[config.mk]
export PLATFORM = sky130hd
export DESIGN_NAME = param_loader
export DESIGN_NICKNAME = d
export VERILOG_FILES = /design/src/rtl/param_loader_pkg.sv /design/src/rtl/param_loader_check.sv /design/src/rtl/param_loader.sv
export SDC_FILE = /design/constraint.sdc
export NUM_CORES = 1
export LEC_CHECK = 0
export CAP_MARGIN = 10
export CORE_MARGIN = 5
export CORE_UTILIZATION = 54
export CTS_CLUSTER_SIZE = 14
export DETAILED_ROUTE_END_ITERATION = 10
export HOLD_SLACK_MARGIN = 0.02
export PLACE_DENSITY = 0.86
export SYNTH_ARGS = -nofsm -noshare
export SYNTH_HDL_FRONTEND = slang
export SYNTH_SLANG_ARGS = --single-unit
[constraint.sdc]
create_clock -name clk -period 2.3 [get_ports clk]
set_input_delay 0.46 -clock clk [delete_from_list [all_inputs] [get_ports clk]]
set_output_delay 0.46 -clock clk [all_outputs]
set_load 0.02 [all_outputs]
[src/rtl/param_loader_pkg.sv]
// Shared types and defaults for the parameter loader: FSM encoding, default
// geometry, default reset/sentinel words and the symbolic word indices.
package param_pkg;

  typedef enum logic [2:0] {
    S_IDLE,
    S_ISSUE,
    S_WAIT,
    S_CAPTURE,
    S_CHECK,
    S_COMMIT,
    S_FAIL
  } state_t;

  localparam int NUM_PARAMS_DEF = 11;
  localparam int DATA_W_DEF     = 32;
  localparam int ADDR_W_DEF     = 4;
  localparam int RD_LAT_DEF     = 2;

  localparam int IDX_HEIGHT       = 0;
  localparam int IDX_WIDTH        = 1;
  localparam int IDX_FRAME_WORDS  = 2;
  localparam int IDX_BPP          = 3;
  localparam int IDX_GAIN         = 4;
  localparam int IDX_OFFSET       = 5;
  localparam int IDX_ROWS_SKIP    = 6;
  localparam int IDX_WIN_H        = 7;
  localparam int IDX_WIN_W        = 8;
  localparam int IDX_MODE         = 9;
  localparam int IDX_CORR_ROUTINE = 10;

  // Word 10 first, word 0 last; MODE uses all-ones since 0 is a legal mode.
  localparam logic [NUM_PARAMS_DEF*DATA_W_DEF-1:0] RESET_VALS_DEF = {
    32'h0000_0000,
    32'hFFFF_FFFF,
    {9{32'h0000_0000}}
  };

endpackage

[src/rtl/param_loader_check.sv]
// Combinational sentinel check: pass unless some required word still holds
// its reset value.
module param_check
  import param_pkg::*;
#(
  parameter int                               NUM_PARAMS = NUM_PARAMS_DEF,
  parameter int                               DATA_W     = DATA_W_DEF,
  parameter logic [NUM_PARAMS-1:0]            REQ_MASK   = '1,
  parameter logic [NUM_PARAMS*DATA_W-1:0]     RESET_VALS = RESET_VALS_DEF
) (
  input  logic [NUM_PARAMS*DATA_W-1:0] shadow,
  output logic                         pass
);

  always_comb begin
    // NOTE: giving pass a value before the loop keeps this block free of latches.
    pass = 1'b1;
    for (int i = 0; i < NUM_PARAMS; i++) begin
      if (REQ_MASK[i] && (shadow[i*DATA_W +: DATA_W] == RESET_VALS[i*DATA_W +: DATA_W])) begin
        pass = 1'b0;
      end
    end
  end

endmodule

[src/rtl/param_loader.sv]
// Fetches NUM_PARAMS words from a parameter BRAM into a shadow set, checks
// them against their sentinels and commits the whole set atomically.
module param_loader
  import param_pkg::*;
#(
  parameter int                           NUM_PARAMS = NUM_PARAMS_DEF,
  parameter int                           DATA_W     = DATA_W_DEF,
  parameter int                           ADDR_W     = ADDR_W_DEF,
  parameter int                           RD_LAT     = RD_LAT_DEF,
  parameter logic [NUM_PARAMS-1:0]        REQ_MASK   = '1,
  parameter logic [NUM_PARAMS*DATA_W-1:0] RESET_VALS = RESET_VALS_DEF
) (
  input  logic                         clk,
  input  logic                         rst_n,
  input  logic                         start,
  input  logic [DATA_W-1:0]            data_in,
  output logic [ADDR_W-1:0]            addr,
  output logic                         ea,
  output logic                         we,
  output logic [NUM_PARAMS*DATA_W-1:0] params,
  output logic                         busy,
  output logic                         param_done,
  output logic                         param_err
);

  localparam logic [ADDR_W-1:0] LAST_IDX  = ADDR_W'(NUM_PARAMS - 1);
  localparam logic [2:0]        WAIT_LOAD = 3'(RD_LAT - 1);

  state_t                              state;
  logic [ADDR_W-1:0]                   idx;
  logic [2:0]                          wait_cnt;
  logic [NUM_PARAMS-1:0][DATA_W-1:0]   shadow;
  logic                                pass;

  assign ea = 1'b1;
  assign we = 1'b0;

  param_check #(
    .NUM_PARAMS (NUM_PARAMS),
    .DATA_W     (DATA_W),
    .REQ_MASK   (REQ_MASK),
    .RESET_VALS (RESET_VALS)
  ) u_check (
    .shadow (shadow),
    .pass   (pass)
  );

  // A word spends ISSUE + (RD_LAT-1) WAIT cycles + CAPTURE = RD_LAT+1 cycles;
  // the address is already driven on entry to ISSUE, so data is valid at CAPTURE.
  always_ff @(posedge clk or negedge rst_n) begin
    if (!rst_n) begin
      state      <= S_IDLE;
      idx        <= '0;
      addr       <= '0;
      wait_cnt   <= '0;
      // NOTE: shadow is a small flop array, not a RAM macro, so it can take the async reset.
      shadow     <= RESET_VALS;
      params     <= RESET_VALS;
      busy       <= 1'b0;
      param_done <= 1'b0;
      param_err  <= 1'b0;
    end else begin
      // NOTE: state is updated with non-blocking assignments so every branch sees pre-edge values.
      unique case (state)
        S_IDLE: begin
          if (start) begin
            state      <= S_ISSUE;
            idx        <= '0;
            addr       <= '0;
            busy       <= 1'b1;
            param_done <= 1'b0;
            param_err  <= 1'b0;
          end
        end
        S_ISSUE: begin
          addr <= idx;
          if (RD_LAT == 1) begin
            state <= S_CAPTURE;
          end else begin
            wait_cnt <= WAIT_LOAD;
            state    <= S_WAIT;
          end
        end
        S_WAIT: begin
          wait_cnt <= wait_cnt - 3'd1;
          if (wait_cnt == 3'd1) state <= S_CAPTURE;
        end
        S_CAPTURE: begin
          shadow[idx] <= data_in;
          if (idx == LAST_IDX) begin
            state <= S_CHECK;
          end else begin
            idx   <= idx + ADDR_W'(1);
            addr  <= idx + ADDR_W'(1);
            state <= S_ISSUE;
          end
        end
        S_CHECK: begin
          state <= pass ? S_COMMIT : S_FAIL;
        end
        S_COMMIT: begin
          params     <= shadow;
          param_done <= 1'b1;
          busy       <= 1'b0;
          state      <= S_IDLE;
        end
        S_FAIL: begin
          param_err <= 1'b1;
          busy      <= 1'b0;
          state     <= S_IDLE;
        end
        default: state <= S_IDLE;
      endcase
    end
  end

endmodule

# Word level (Yosys, flattened, before mapping)
# Cells that the tools add are included.
# word_totals
regBits,721
inputBits,35
elab_cells,89
# op_classes
addsub,2
n_lt_le_gt_ge,2
eq_ne,12
n_mux,29
n_reduce_logical,25
# op_table
cell,n
352-bit bitwise mux,1
32-bit zero test,10
32-bit demux with 4-bit select,1
32-bit == test (second input constant),1
32-bit 2-to-1 mux,1
3-bit case mux with 5 select lines,1
1-bit 2-to-1 mux,13
4-bit case mux with 3 select lines,1
2-bit nonzero test,5
3-bit == test (second input constant),3
3-bit 2-to-1 mux,3
4-bit 2-to-1 mux,2
4-bit case mux with 2 select lines,1
2-bit AND reduction,4
3-bit by 1-bit == test with 1-bit output (second input constant),2
3-bit by 2-bit == test with 1-bit output (second input constant),2
2-bit inequality test (second input constant),3
1-bit case mux with 2 select lines,3
3-bit case mux with 2 select lines,1
3-bit AND reduction,2
4-bit by 5-bit less-than comparator with 1-bit output (second input constant),1
4-bit by 1-bit adder with 4-bit output (second input constant),1
4-bit == test (second input constant),1
4-bit by 1-bit greater-or-equal comparator with 1-bit output (second input constant),1
other kinds (6),6

# Logic depth before layout (Yosys ltp)
# Gate-level depths: netlist (run 1).
# depth
depth_word,14
mapped_depth,9
mapped_depth_nobuf,7

# Modules after synthesis
# From an unflattened synthesis (run 1), not the netlist that was laid out.
# hier_totals
hier_cells,1769
area_unflattened_um2,28309.7
# modules_own_cells
module,n_inst,cells_per_inst,area_per_inst_um2,seq_area_each_um2
param_loader,1,1645,27547.7,18122.4
param_check,1,124,762.0,0.0

# Worst setup path after synthesis (run 1)
# No wires, ideal clock.
# synth_path
kind,register to register
start,register idx[0]
end,register shadow[322] (netlist name)
arrival_time_ns,1.759
required_time_ns,2.175
setup_slack_ns,0.416
path_stages_with_launch,7
synth_period_minus_slack_ns,1.884
cell_sequence,dfrtp_1 > inv_1 > ha_1 > nand3b_1 > nor2_1 > buf_2 > mux2_2
# synth_via
elab_chain_cells,5
elab_cells_between_ends,6
# synth_lines
item,line,source
"start, declared",param_loader.sv:30,logic [ADDR_W-1:0] idx;
"start signal, assigned",param_loader.sv:93,idx <= idx + ADDR_W'(1);
4-bit by 5-bit less-than comparator with 1-bit output (not written as such) / 4-bit by 1-bit greater-or-equal comparator with 1-bit output (equally long branches),param_loader.sv:89,shadow[idx] <= data_in;
1-bit logical AND (not written as such),param_loader.sv:89,
32-bit 2-to-1 mux (not written as such),param_loader.sv:89,
32-bit demux with 4-bit select (*),param_loader.sv:89,
352-bit bitwise mux (*),param_loader.sv:89,
"end signal, assigned by index",param_loader.sv:89,
"end, declared",param_loader.sv:32,logic [NUM_PARAMS-1:0][DATA_W-1:0] shadow;
# Every way passes the cells marked *; elsewhere a longest branch is shown, timed or not.
# A chain may end at the register's enable or synchronous reset.

# Final worst setup path (run 1)
# layout_path
start,register params[306]
end,output port params[306]
# layout_rtl
item,line,source
"start, declared",param_loader.sv:20,"output logic [NUM_PARAMS*DATA_W-1:0] params,"
"start signal, assigned",param_loader.sv:102,params <= shadow;
# No word-level cell between the ends.

==> results of run 1 <==
## cell usage after synthesis, types with 3 or more instances
library cell / number
o21ai_0: 16
clkbuf_1: 45
buf_2: 63
nand3_1: 6
ha_1: 6
nand2_2: 4
nor4_1: 83
mux2_1: 125
buf_4: 3
dfstp_2: 64
nor2_1: 19
dfrtp_1: 657
nand4_1: 28
inv_1: 8
nand2b_1: 4
mux2_2: 582
nand2_1: 13
a21oi_1: 8
## how the worst min path moves through the flow
stage | end | startpoint | cells past startpoint
3_5_place_dp | params[44] | rst_n | 1
4_1_cts | shadow[43] | rst_n | 2
2_1_floorplan | addr[0] | rst_n | 0
3_3_place_gp | params[45] | rst_n | 1
6_report | shadow[43] | rst_n | 2
5_1_grt | params[44] | rst_n | 2
## metal layers
metal | global-route usage [%] | routed length, um | part of all wire, % | up-vias
li1 | - | - | - | 7216
met1 | 34.8 | 30400 | 41 | 8943
met2 | 43.6 | 37000 | 50 | 555
met3 | 5.19 | 4380 | 5.9 | 125
met4 | 9.43 | 2470 | 3.3 | 0
met5 | 0 | 0 | 0 | -
## per-stage QoR
stage / instances / util, % / setup slack, ps / power, uW / cell area, um2
5_1_grt: 2936 / 69.1 / 14.8 / 32700 / 35500
4_1_cts: 2935 / 69.1 / 21.9 / 31600 / 35500
6_report: 2936 / 69.1 / 62.1 / 31400 / 35500
2_1_floorplan: 1762 / - / 416 / 18300 / 27900
3_3_place_gp: 2804 / 64.5 / 266 / 19600 / 33100
3_5_place_dp: 2804 / 64.5 / 215 / 20000 / 33100
## registers in the layout, summed over array words and instances, names as in the netlist
| register | count |
|---|---|
| params | 352 |
| shadow | 352 |
| addr | 4 |
| idx | 4 |
| state | 3 |
| wait_cnt | 3 |
| busy | 1 |
| param_done | 1 |
| param_err | 1 |
## layout make-up
| class | instances | area, um2 | area share, % |
|---|---|---|---|
| clock inverter | 24 | 190 | 0.536 |
| tap | 680 | 851 | 2.40 |
| antenna | 1 | 2.50 | 0.00705 |
| timing repair buffer | 475 | 4840 | 13.7 |
| clock buffer | 106 | 2160 | 6.08 |
| multi-input combinational | 921 | 9280 | 26.1 |
| sequential | 721 | 18100 | 51.1 |
| inverter | 8 | 30.0 | 0.0847 |
## cells by family after synthesis
family,Yosys count
DFF,721
muxes,709
and+or+nand+nor,168
buffers and inverters,120
AOI/OAI and AO/OA,33
adders and majority gates,6
xor gates and xnor gates,3
other,2
## power by group through the flow
stage	registers [uW]	logic, uW	clock network [uW]
after floorplan	15800	2550	0
after global placement	16200	3440	0
after detailed placement	16300	3670	0
after CTS	16100	3720	11800
after global routing	16400	4050	12300
final	16200	3690	11600
## cells in the final DEF (no fill, tap or decap), types with 6 or more instances in the layout
cell type / n
a21oi_1: 8
o21ai_0: 16
clkinv_2: 16
nor4_1: 83
clkbuf_1: 17
clkbuf_16: 77
buf_4: 58
nand4_1: 28
mux2_2: 582
nor2_1: 18
clkdlybuf4s50_1: 392
dfrtp_1: 657
dfstp_2: 64
inv_1: 8
buf_12: 23
nand2_1: 12
clkbuf_8: 12
mux2_1: 125
ha_1: 6
==> impl_metrics.toml, run 1 <==
[outcome]
status = "complete, no violations"

[synthesis]
synthSimpleGateAreaFrac_pct = 3.47
syn-cell-area_um2 = 27900
synth_seq_cells = 721
synth_nets = 1803
synth_edf_count = 0
synth_compound_area_share_pct = 0.699
synthMuxAreaShare_pct = 28.6
yosysWarnings = 0
synthCells = 1762
ys_seq_area_share_pct = 64.9
synth_top_family_by_area = "multiplexers"
synth-xor-area-share_pct = 0.0941
synth_area_leaders = "dfrtp_1, mux2_2, dfstp_2"
async_flop_share_pct = 100
ys_types = 40
synthFlopType = "dfrtp_1"
syn_area_per_cell_um2 = 15.8
synthAdderAreaFrac_pct = 0.269
synth_top_area_share_pct = 58.9
yosysTopAreaCell = "dfrtp_1"

[cts]
cts_hold_buf = 1
clkSinkCount = 721
cts_tree = "done"
insertion_delay_ps = 590
cts_buffer_depth = 3
cts_htree_levels = 3
clkTransAtPathRegs_ps = 60
postCtsSetupBuffers = 0
cts_root_buf = "clkbuf_16"
post_cts_resized = 0
cts_buffers = 73

[power]
switchingPower_uw = 8120
p_per_area_nw_per_um2 = 886
p_sw_share_pct = 25.8
ir_drop_mv = 0.599
p_leak_uw = 0.0162
combPwrFrac_pct = 11.7
p_int_uw = 23300
seq_power_share_pct = 51.5
clkPwrFrac_pct = 36.8

[worst_setup_path]
crit_start = "params[306]"
cp-end-kind = "output pin"
r2r.worst_path.cells = 5
critPathLaunchType = "flop"
cp.depth = 1
cp_cell_sequence = "clkdlybuf4s50_1"
path_max_fanout = 2
critPathCapture = "params[306]"
critPathSlowestCell = "clkdlybuf4s50_1"
critical_path_arrival_ps = 1780
max_stage_delay_ps = 620
r2r-end = "state[0]"
cp_top_family = "buffers and inverters"
r2r_slack_ps = 190
worstPathRequired_ps = 1840
critical_path_buf_inv_count = 1
crit_type = "flop to output pin"
r2r-start = "shadow[294]"

[sta]
whs_ps = 398
slew_headroom_pct = 44.9
tns_ps = 0
fmax_ghz = 0.447
worst_slew_pin_slew_ps = 819
fin_skew_ps = 12.1
finalCritPeriodShare_pct = 97.3
fin_crit_ps = 2240
hold_viol = 0
rsz0062_at_grt = "no"
finalSetupViolations = 0
final_max_slew_viol_count = 0

[die]
start_util_pct = 54.4
fp.dieH_um = 237
row_count = 83
dieArea_um2 = 56300
die-width_um = 237
ios = 396
core_area_um2 = 51300

[global_route]
grt_pass1_vias = 18300
antenna_found_initial = 1
grt-ovfl-total = 0
grt_usage_pct = 26.2
grt_max_degree = 77
grt_pass1_wl_mm = 113

[place]
gp_congestion = 0.827
dpl.hpwl_mm = 50.1
numPortBuffers = 393

[job]
drv_cap = 0

[layout]
area_growth_pct = 27.1
finalNetCount = 2241
fillers = 3285
drive_above_1_share_pct = 37.8

[route]
dr_total_vias = 16800
drtIter0Drc = 1292
route.detailed.drc = 0
drt-vias-per-instance = 5.74
antenna_left = 0
firstDrtPassIters = 5
routed_wl_mm = 74.2
post_drt_wl_per_cell_um = 25.3

[min_path]
hold_class = "input port to async pin"
Note: power is estimated with default switching activity, not from simulation.
==> run 2: changes to the inputs <==
CORE_MARGIN = 1   (was 5)
REMOVE_ABC_BUFFERS = 1   (was not set)
==> impl_metrics.toml, run 2 (synthesized netlist as in run 1, its figures left out) <==
[layout]
final_core_util_pct = 69.7
reg_top3 = "params (352), shadow (352)"
instances_no_fill = 2905
finalNetCount = 2222
fillers = 3150
multi_input_area_um2 = 9280
insertedDiodeCount = 0
mostFrequentLayoutCell = "dfrtp_1"
regArea_um2 = 18100
final_cell_mix = "dfrtp_1, mux2_2, clkdlybuf4s50_1"
area_growth_pct = 26.3
drive_above_1_share_pct = 37.3

[route]
drtIter0Drc = 1191
firstDrtPassIters = 5
post_drt_wl_per_cell_um = 25.3
drt-vias-per-instance = 5.84
antenna_left = 0
route.detailed.drc = 0
dr_total_vias = 17000
routed_wl_mm = 73.5

[global_route]
grt_usage_pct = 28.3
grt_max_degree = 104
grt_pass1_vias = 18200
grt_pass1_wl_mm = 112
antenna_found_initial = 0
grt-ovfl-total = 0

[sta]
fin_skew_ps = 16.4
fin_crit_ps = 2250
slew_headroom_pct = 44.3
worst_slew_pin_slew_ps = 832
setup_ws_ps = 46.7
final_max_slew_viol_count = 0
hold_viol = 0
finalSetupViolations = 0
finalCritPeriodShare_pct = 98.0
rsz0062_at_grt = "no"
fmax_ghz = 0.444

[worst_setup_path]
max_stage_delay_ps = 630
critical_path_buf_inv_count = 1
crit_type = "flop to output pin"
cp_top_family = "buffers and inverters"
cp_cell_sequence = "clkdlybuf4s50_1"
cp-end-kind = "output pin"
path_max_fanout = 2
critPathSlowestCell = "clkdlybuf4s50_1"
worstPathRequired_ps = 1840
critPathLaunchType = "flop"
critical_path_arrival_ps = 1790

[job]
drv_cap = 0

[die]
die-width_um = 229
core_area_um2 = 50600
fp.dieH_um = 229
start_util_pct = 55.2
ios = 396
row_count = 82
dieArea_um2 = 52600

[place]
gp_congestion = 0.835
dpl.hpwl_mm = 49.3
place_ws_ps = 230
numPortBuffers = 393
place_inst = 2779

[cts]
cts_buffer_depth = 3
cts_htree_levels = 3
cts_root_buf = "clkbuf_16"
clkSinkCount = 721
cts_buffers = 71
cts_tree = "done"
clkTransAtPathRegs_ps = 60
insertion_delay_ps = 610

[power]
p_per_area_nw_per_um2 = 905
ir_drop_mv = 0.619
p_leak_uw = 0.0161

[min_path]
hold_class = "input port to async pin"

[outcome]
status = "complete, no violations"
run 2: area by class of cell:
| type | instances | area share (%) |
|---|---|---|
| clock inverter | 20 | 0.749 |
| multi-input combinational | 921 | 26.3 |
| inverter | 8 | 0.0851 |
| clock buffer | 105 | 6.06 |
| tap | 672 | 2.38 |
| sequential | 721 | 51.4 |
| timing repair buffer | 458 | 13.0 |
run 2: what timing repair did:
| action | in CTS | in global routing |
|---|---|---|
| buffers inserted | 0 | 0 |
| endpoints found under the hold margin | 18 | 0 |
| gates resized for setup | 1 | 0 |
| hold buffers | 1 | 0 |
| endpoints found under the setup margin | 1 | 0 |
run 2: final timing paths:
path	start	endpoint	slack (ps)	cells after the start
hold reg to reg	params[5]	params[5]	500	1
max in group asynchronous	rst_n	shadow[42]	840	3
setup / recovery	params[290]	params[290]	50	1
hold / removal	rst_n	params[80]	380	2
min in group clk	params[5]	params[5]	500	1
setup reg to reg	idx[0]	idx[2]	180	7
run 2: worst register-to-register path: cells and delay by family, from the launching register on:
kind	cells	cell delay (ps)
compound gates	3	790
fa+ha+maj	1	260
buf+inv	1	120
flops	1	440
simple gates	2	400
run 2: metrics by stage:
| step | area, um2 | total power [uW] | hold WS (ps) | setup TNS [ps] |
|---|---|---|---|---|
| after floorplan | 27400 | 18200 | 164 | -2422360 |
| after global placement | 32900 | 19600 | 415 | 0 |
| after detailed placement | 32900 | 20000 | 411 | 0 |
| after CTS | 35300 | 32000 | 363 | 0 |
| after global routing | 35300 | 33100 | 400 | 0 |
| final | 35300 | 31900 | 381 | 0 |
run 2: metal layers:
metal  up-vias  track usage [%]  wire [um]
li1       7188                -          -
met1      9017             37.2      30400
met2       634             46.6      36200
met3       126             6.32       4670
met4         0             9.98       2230
met5         -                0          0
run 2: report_power, final:
| group | internal, uW | switching (uW) | leakage, uW |
|---|---|---|---|
| Clock | 7120 | 4840 | 0.00119 |
| Sequential | 14600 | 1660 | 0.00916 |
| Combinational | 1930 | 1760 | 0.00575 |
